==> config.mk <==
export PLATFORM = sky130hd
export DESIGN_NAME = keypad_scanner_flat
export DESIGN_NICKNAME = d
export VERILOG_FILES = /design/src/rtl/keypad_scanner_if.sv /design/src/rtl/keypad_scanner.sv /design/src/flat_wrapper.sv
export SDC_FILE = /design/constraint.sdc
export NUM_CORES = 1
export LEC_CHECK = 0
export ABC_AREA = 1
export BUFFER_PORTS_ARGS = -buffer_cell sky130_fd_sc_hd__clkbuf_2
export CORE_ASPECT_RATIO = 0.8
export CORE_UTILIZATION = 40
export DETAILED_ROUTE_END_ITERATION = 12
export PLACE_DENSITY = 0.66
export SLEW_MARGIN = 20
export SYNTH_ARGS = -nofsm -noshare
export SYNTH_HDL_FRONTEND = slang
export SYNTH_SLANG_ARGS = --single-unit
==> constraint.sdc <==
create_clock -name clock -period 1.69 [get_ports clock]
set_clock_uncertainty 0.05 [all_clocks]
set_input_delay 0.0845 -clock clock [delete_from_list [all_inputs] [get_ports clock]]
set_output_delay 0.0845 -clock clock [all_outputs]
set_load 0.1 [all_outputs]
==> src/rtl/keypad_scanner_if.sv <==
// Key-event bundle from the keypad scanner to the game control logic.
// master drives the event, slave consumes it.
interface keypad_scanner_if;
  logic [3:0] key_code;
  logic       key_valid;
  logic       key_held;

  modport master (output key_code, key_valid, key_held);
  modport slave  (input  key_code, key_valid, key_held);
endinterface

==> src/rtl/keypad_scanner.sv <==
// 4x4 matrix keypad scanner: column drive, row sync, debounce, one-cycle key events.
// Define KEYPAD_REPEAT_EN to add auto-repeat pulses while a key stays pressed.
module keypad_scanner #(
  parameter int unsigned SCAN_DIV     = 5000,
  parameter int unsigned DEBOUNCE_CNT = 4,
  parameter int unsigned REPEAT_DELAY = 50,
  parameter int unsigned REPEAT_RATE  = 10
) (
  input  logic             clock,
  input  logic             reset,
  input  logic [3:0]       row_in,
  output logic [3:0]       col_out,
  keypad_scanner_if.master key_if
);

  localparam int unsigned DivW = (SCAN_DIV > 1) ? $clog2(SCAN_DIV) : 1;
  localparam int unsigned CntW = (DEBOUNCE_CNT > 1) ? $clog2(DEBOUNCE_CNT) : 1;
  localparam logic [DivW-1:0] DivLast = DivW'(SCAN_DIV - 1);
  localparam logic [CntW-1:0] CntLast = CntW'(DEBOUNCE_CNT - 1);

  if (SCAN_DIV < 4 || DEBOUNCE_CNT < 1 || REPEAT_DELAY < 1 || REPEAT_RATE < 1) begin : g_param_check
    $error("keypad_scanner: illegal parameter value");
  end

  typedef enum logic [1:0] {StScan, StDebounce, StPressed} state_e;

  state_e          state_q, state_d;
  logic [3:0]      row_meta_q, row_sync_q;
  logic [DivW-1:0] div_q, div_d;
  logic [1:0]      col_q, col_d;
  logic [1:0]      cap_row_q, cap_row_d;
  logic [CntW-1:0] match_q, match_d;
  logic [CntW-1:0] rel_q, rel_d;
  logic [3:0]      code_q, code_d;
  logic            valid_q, valid_d;
  logic            tick, any_low, cap_low, accept;
  logic [1:0]      hit_row;

`ifdef KEYPAD_REPEAT_EN
  localparam int unsigned RepMax = (REPEAT_DELAY > REPEAT_RATE) ? REPEAT_DELAY : REPEAT_RATE;
  localparam int unsigned RepW   = (RepMax > 1) ? $clog2(RepMax) : 1;
  localparam logic [RepW-1:0] DelayLast = RepW'(REPEAT_DELAY - 1);
  localparam logic [RepW-1:0] RateLast  = RepW'(REPEAT_RATE - 1);

  logic [RepW-1:0] rep_q, rep_d;
  logic            rep_first_q, rep_first_d;
`endif

  assign tick    = (div_q == DivLast);
  assign div_d   = tick ? '0 : div_q + 1'b1;
  assign cap_low = ~row_sync_q[cap_row_q];

  // Scan downwards so the lowest active row index is the one left in hit_row.
  always_comb begin
    hit_row = 2'd0;
    any_low = 1'b0;
    for (int i = 3; i >= 0; i--) begin
      if (!row_sync_q[i]) begin
        hit_row = 2'(i);
        any_low = 1'b1;
      end
    end
  end

  always_comb begin
    state_d   = state_q;
    col_d     = col_q;
    cap_row_d = cap_row_q;
    match_d   = match_q;
    rel_d     = rel_q;
    code_d    = code_q;
    valid_d   = 1'b0;
    accept    = 1'b0;
`ifdef KEYPAD_REPEAT_EN
    rep_d       = rep_q;
    rep_first_d = rep_first_q;
`endif
    unique case (state_q)
      StScan: begin
        if (tick) begin
          if (any_low) begin
            cap_row_d = hit_row;
            if (DEBOUNCE_CNT == 1) begin
              accept = 1'b1;
            end else begin
              match_d = CntW'(1);
              state_d = StDebounce;
            end
          end else begin
            col_d = col_q + 1'b1;
          end
        end
      end
      StDebounce: begin
        if (tick) begin
          if (!cap_low) begin
            match_d = '0;
            col_d   = col_q + 1'b1;
            state_d = StScan;
          end else if (match_q == CntLast) begin
            accept = 1'b1;
          end else begin
            match_d = match_q + 1'b1;
          end
        end
      end
      StPressed: begin
        if (tick) begin
          if (cap_low) begin
            rel_d = '0;
`ifdef KEYPAD_REPEAT_EN
            if (rep_q == (rep_first_q ? DelayLast : RateLast)) begin
              valid_d     = 1'b1;
              rep_d       = '0;
              rep_first_d = 1'b0;
            end else begin
              rep_d = rep_q + 1'b1;
            end
`endif
          end else begin
`ifdef KEYPAD_REPEAT_EN
            rep_d = '0;
`endif
            if (rel_q == CntLast) begin
              rel_d   = '0;
              col_d   = col_q + 1'b1;
              state_d = StScan;
            end else begin
              rel_d = rel_q + 1'b1;
            end
          end
        end
      end
      default: state_d = StScan;
    endcase

    if (accept) begin
      code_d  = {cap_row_d, col_q};
      valid_d = 1'b1;
      match_d = '0;
      rel_d   = '0;
      state_d = StPressed;
`ifdef KEYPAD_REPEAT_EN
      rep_d       = '0;
      rep_first_d = 1'b1;
`endif
    end
  end

  always_ff @(posedge clock) begin
    if (reset) begin
      row_meta_q <= 4'b1111;
      row_sync_q <= 4'b1111;
      state_q    <= StScan;
      div_q      <= '0;
      col_q      <= 2'd0;
      cap_row_q  <= 2'd0;
      match_q    <= '0;
      rel_q      <= '0;
      code_q     <= 4'd0;
      valid_q    <= 1'b0;
`ifdef KEYPAD_REPEAT_EN
      rep_q       <= '0;
      rep_first_q <= 1'b1;
`endif
    end else begin
      row_meta_q <= row_in;
      row_sync_q <= row_meta_q;
      state_q    <= state_d;
      div_q      <= div_d;
      col_q      <= col_d;
      cap_row_q  <= cap_row_d;
      match_q    <= match_d;
      rel_q      <= rel_d;
      code_q     <= code_d;
      valid_q    <= valid_d;
`ifdef KEYPAD_REPEAT_EN
      rep_q       <= rep_d;
      rep_first_q <= rep_first_d;
`endif
    end
  end

  assign col_out          = ~(4'b0001 << col_q);
  assign key_if.key_code  = code_q;
  assign key_if.key_valid = valid_q;
  assign key_if.key_held  = (state_q == StPressed);

endmodule

==> src/flat_wrapper.sv <==
// flat-port wrapper written by rule: the top's interface ports become plain ports
module keypad_scanner_flat 
#(
  parameter int unsigned SCAN_DIV     = 5000,
  parameter int unsigned DEBOUNCE_CNT = 4,
  parameter int unsigned REPEAT_DELAY = 50,
  parameter int unsigned REPEAT_RATE  = 10
)
  (clock, reset, row_in, col_out, key_if_key_code, key_if_key_valid, key_if_key_held);
  keypad_scanner_if key_if_i ();
  input  logic clock;
  input  logic reset;
  input  logic [3:0] row_in;
  output logic [3:0] col_out;
  output wire logic [$bits(key_if_i.key_code)-1:0] key_if_key_code;
  output wire logic [$bits(key_if_i.key_valid)-1:0] key_if_key_valid;
  output wire logic [$bits(key_if_i.key_held)-1:0] key_if_key_held;
  assign key_if_key_code = key_if_i.key_code;
  assign key_if_key_valid = key_if_i.key_valid;
  assign key_if_key_held = key_if_i.key_held;
  keypad_scanner #(.SCAN_DIV(SCAN_DIV), .DEBOUNCE_CNT(DEBOUNCE_CNT), .REPEAT_DELAY(REPEAT_DELAY), .REPEAT_RATE(REPEAT_RATE)) u_core (.clock(clock), .reset(reset), .row_in(row_in), .col_out(col_out), .key_if(key_if_i));
endmodule
# Word level (Yosys, flattened, before mapping)
# Cells that the tools add are included.
# word_totals
elab_cells	90
regBits	36
# classes
mux	41
n_lt_le_gt_ge	1
shifts	1
bitwise_logic	1
eq_ne	21
n_reduce_logical	10
add_sub_neg	4
# op_table
op	count
2-bit 2-to-1 mux	27
3-bit by 1-bit != test with 1-bit output, second input constant	7
2-bit by 1-bit != test with 1-bit output, second input constant	7
7-bit AND reduction	2
13-bit by 1-bit adder with 13-bit output, second input constant	1
13-bit equality test, second input constant	1
2-bit case mux with 3 select lines	2
1-bit 2-to-1 mux	10
8-bit AND reduction	1
2-bit by 1-bit adder with 2-bit output, second input constant	3
2-bit equality test, second input constant	3
5-bit AND reduction	1
4-bit inverter	1
2-bit case mux with 2 select lines	1
2-bit OR reduction	2
1-bit by 2-bit << shifter with 4-bit output, first input constant	1
2-bit by 3-bit less-than comparator with 1-bit output, second input constant	1
3-bit by 2-bit != test with 1-bit output, second input constant	1
3-bit nonzero test	1
1-bit binary-select mux with 2-bit select	1
2-bit by 1-bit equality test with 1-bit output, second input constant	1
2-bit logical NOT	1
2-bit != test, second input constant	1
2-bit AND reduction	1
2-bit nonzero test	1

# Depth between registers and ports, before layout
# logic_depth
word_depth	8
ltp_mapped	11

# Worst setup path before layout
# No wires, ideal clock.
# synth_path
kind	register to register
start	register u_core.div_q[0]
end	register u_core.code_q[2], in the netlist u_core.key_if.key_code[2]
n_path_buf	0
setup_ns	0.115
stages_incl_launch_ff	11
setup_slack_ns	0.249
required_time_ns	1.525
t_arrival_ns	1.276
period_less_slack_ns	1.441
path_cell_list	dfxtp_1 ha_1 nand2_1 nor2_4 nand3_4 nor2_2 nand2_1 nand3_1 nand2_1 nand2_1 nand2_1
# synth_via
elab_chain_len	3
elab_cells_between_ends	5
classes_between	eq/ne (1); mux (4)
# synth_lines
item	line	rtl
start: declaration	keypad_scanner.sv:29	logic [DivW-1:0] div_q, div_d;
start signal: assignment	keypad_scanner.sv:170	div_q <= div_d;
13-bit equality test (*)	keypad_scanner.sv:49	assign tick = (div_q == DivLast);
2-bit 2-to-1 mux / 1-bit 2-to-1 mux (equally long branches)	keypad_scanner.sv:80, keypad_scanner.sv:95	
2-bit 2-to-1 mux / 1-bit 2-to-1 mux (equally long branches)	keypad_scanner.sv:78	unique case (state_q)
end signal: assignment	keypad_scanner.sv:175	code_q <= code_d;
end: declaration	keypad_scanner.sv:34	logic [3:0] code_q, code_d;
# Every way passes the cells marked *; elsewhere a longest branch is shown, timed or not.
# A chain may end at the register's enable or synchronous reset.

# Final worst setup path
# layout_path
start	register u_core.col_q[0]
end	output col_out[0]
# layout_via
elab_chain_len	2
# layout_lines
item	line	rtl
start: declaration	keypad_scanner.sv:30	logic [1:0] col_q, col_d;
start signal: assignment	keypad_scanner.sv:171	col_q <= col_d;
1-bit by 2-bit << shifter with 4-bit output	keypad_scanner.sv:184	assign col_out = ~(4'b0001 << col_q);
4-bit inverter	keypad_scanner.sv:184	
end: declaration	flat_wrapper.sv:14	output logic [3:0] col_out;
# No other way between the ends.

==> impl_results.md <==
- Post-Syn Area: 0.00173 sq mm
- CP Max Fanout: 5
- Tcrit/Tclk final: 0.933
- Clock tree root driver cell: clkbuf_8
- Worst-Skew Late Latency: 0.29 ns
- Via density: 4.52
- Min-delay src: reset
- Pwr Total: 1.69 mW
- Most frequent cells in the layout: nand2_1, dfxtp_1, inv_1
- Final Instance Count excl. Fillers: 326
- Pwr dens: 818 mW/mm^2
- FFs w/ async S/R, synth: 0
- Outcome: complete, no violations
- Net count after synthesis: 254
- Drt total wl: 3.19 mm
- CTS tree: built
- Fillers: 421
- Mapped Cells: 241
- Die Ht: 60.8 microns
- DRC violations left: 0
- Port buffer count: 15
- Crit path setup slack, layout: 0.113 ns
- DRT antenna net count: 0
- Sink Count: 36
- Fin. max-slew vios: 0
- Drt wl/cell: 9.79 microns
- # rows: 20
- Via count: 1475
- Largest net degree at the start of global routing: 14
- Ys flop type: dfxtp_1
- Most common cell after layout, fill and taps aside: nand2_1
- Die width: 75.5 microns
- Startpoint types: register
- Initial antenna violation count: 0
- Die Footprint: 0.00459 sq mm
- YS warnings: 0
- Post-placement cell count: 314
- Initial Util: 0.437
- Synth cell types: 24
- Seq/Total Area, Yosys: 0.417
- # diodes: 0
- CP arrival: 1.44 ns
- First-pass GRT wire length: 5.59 mm
- Post-CTS Setup Bufs: 0
- Drt initial violations: 97
- CP startpoint: u_core.col_q[0]
- Final setup fails: 0
- RSZ-0062 raised after global routing: false
- Share of cells above drive strength 1: 0.203
- Clock transition at path regs: 0.07 ns
- Max Freq: 634 MHz
- Placer Congestion: 0.782
- Grt ovf: 0
- Total track usage: 0.167
- Hold WS: 0.0786 ns
- CTS max path bufs: 2
- Minimum clock period: 1.58 ns
- Internal reg-to-reg setup slack: 0.15 ns
- First drt pass iteration count: 4
- I/O pin count: 16
- CTS Buf Count: 5
- CP Class: reg -> out
- Dpl ws: 0.103 ns
- Nets: 283
- Slew margin rel.: 0.638
- Worst r2r src: u_core.div_q[0]
- CP required: 1.56 ns
- Number of global-route vias before repair: 1263
- Avg Cell Area, Syn: 7.17 sq um
- Maxcap violations: 0
- H-tree levels: 2
- Hpwl dp: 2.47 mm
- P&R area growth vs syn: 19.2%
- Crit. End Element: primary output
- Tightest Hold Check Type: in -> reg
- Worst Tran Pin Value: 0.545 ns
- Number of synthesized register bits: 36
- Total core area: 0.00395 sq mm
- Setup TNS: 0 ns
- Final Hold Violating Endpoints: 0
- Peak VDD IR: 0.434 mV
- Leakage: 0.895 nW
- EDFF count, synth: 0
==> worst paths after layout <==
path                          endpoint  cells past startpoint
max reg2reg  u_core.key_if.key_code[1]                      7
min                    u_core.col_q[1]                      4
max                         col_out[0]                      4
min reg2reg       u_core.row_sync_q[1]                      1
==> flip-flops by register name, summed over array words and instances, names as in the netlist <==
register / cells
u_core.rel_q: 2
u_core.div_q: 13
u_core.row_sync_q: 4
u_core.match_q: 2
u_core.key_if.key_code: 4
u_core.row_meta_q: 4
u_core.key_if.key_valid: 1
u_core.state_q: 2
u_core.col_q: 2
u_core.cap_row_q: 2
==> metrics by stage <==
stage	cell area, sq um	util
6_report	2060	0.522
5_1_grt	2060	0.522
4_1_cts	2050	0.518
3_5_place_dp	1900	0.481
3_3_place_gp	1900	0.481
2_1_floorplan	1730	-
==> power by group <==
| group | switching, mW | internal, mW | leakage (nW) | total, mW |
|---|---|---|---|---|
| registers | 0.00805 | 0.863 | 0.292 | 0.871 |
| clock network | 0.302 | 0.437 | 0.0552 | 0.739 |
| logic | 0.0406 | 0.0359 | 0.547 | 0.0765 |
| total | 0.350 | 1.34 | 0.895 | 1.69 |
==> critical path, stage by stage (launching register included) <==
cell      delay [ns]
dfxtp_1         0.36
inv_1           0.10
ha_1            0.21
inv_1           0.05
clkbuf_2        0.44
==> final cells by class <==
class                           instances  area (sq um)  share of cell area
Clock inverter                          2          35.0              0.0170
Timing Repair Buffer                   24           153              0.0740
Tap cell                               55          68.8              0.0334
Clock buffer                            6          72.6              0.0352
Multi-Input combinational cell        167           877               0.425
Sequential cell                        36           721               0.350
Inverter                               36           135              0.0655
==> Yosys cell counts (3+ instances only) <==
cell / count / area share
a21oi_1: 12 / 0.035
dfxtp_1: 36 / 0.42
ha_1: 7 / 0.051
inv_1: 33 / 0.072
inv_2: 3 / 0.0065
nand2_1: 61 / 0.13
nand2_2: 4 / 0.014
nand3_1: 11 / 0.032
nand4_1: 4 / 0.014
nor2_1: 25 / 0.054
nor2_2: 4 / 0.014
nor2_4: 4 / 0.026
nor3_1: 8 / 0.023
nor3b_1: 3 / 0.013
o21ai_0: 10 / 0.029
or2_2: 8 / 0.029
==> routing by layer <==
layer  vias to the layer above  routed length, microns  global-route usage
li1                        811                       -                   -
met1                       634                    1820               0.239
met2                        22                    1160               0.224
met3                         8                     134              0.0465
met4                         0                      76              0.0873
met5                         -                       0                   0
==> logic make-up (layout without fill, tap and decap cells) <==
kind of cell,after synthesis,count (layout),synth area share
flip-flops,36,36,0.417
AND/OR/NAND/NOR,134,134,0.370
buffers and inverters,38,68,0.0832
AO/OA/AOI/OAI,26,26,0.0796
adder cells (fa/ha/maj),7,7,0.0506
==> repair_timing <==
item / 4_1_cts / 5_1_grt
hold endpoints to repair: 4 / 0
endpoints found under the setup margin: 0 / 12
hold buffers: 4 / 0
resized for setup: 0 / 4
(Power assumes the default switching activity.)
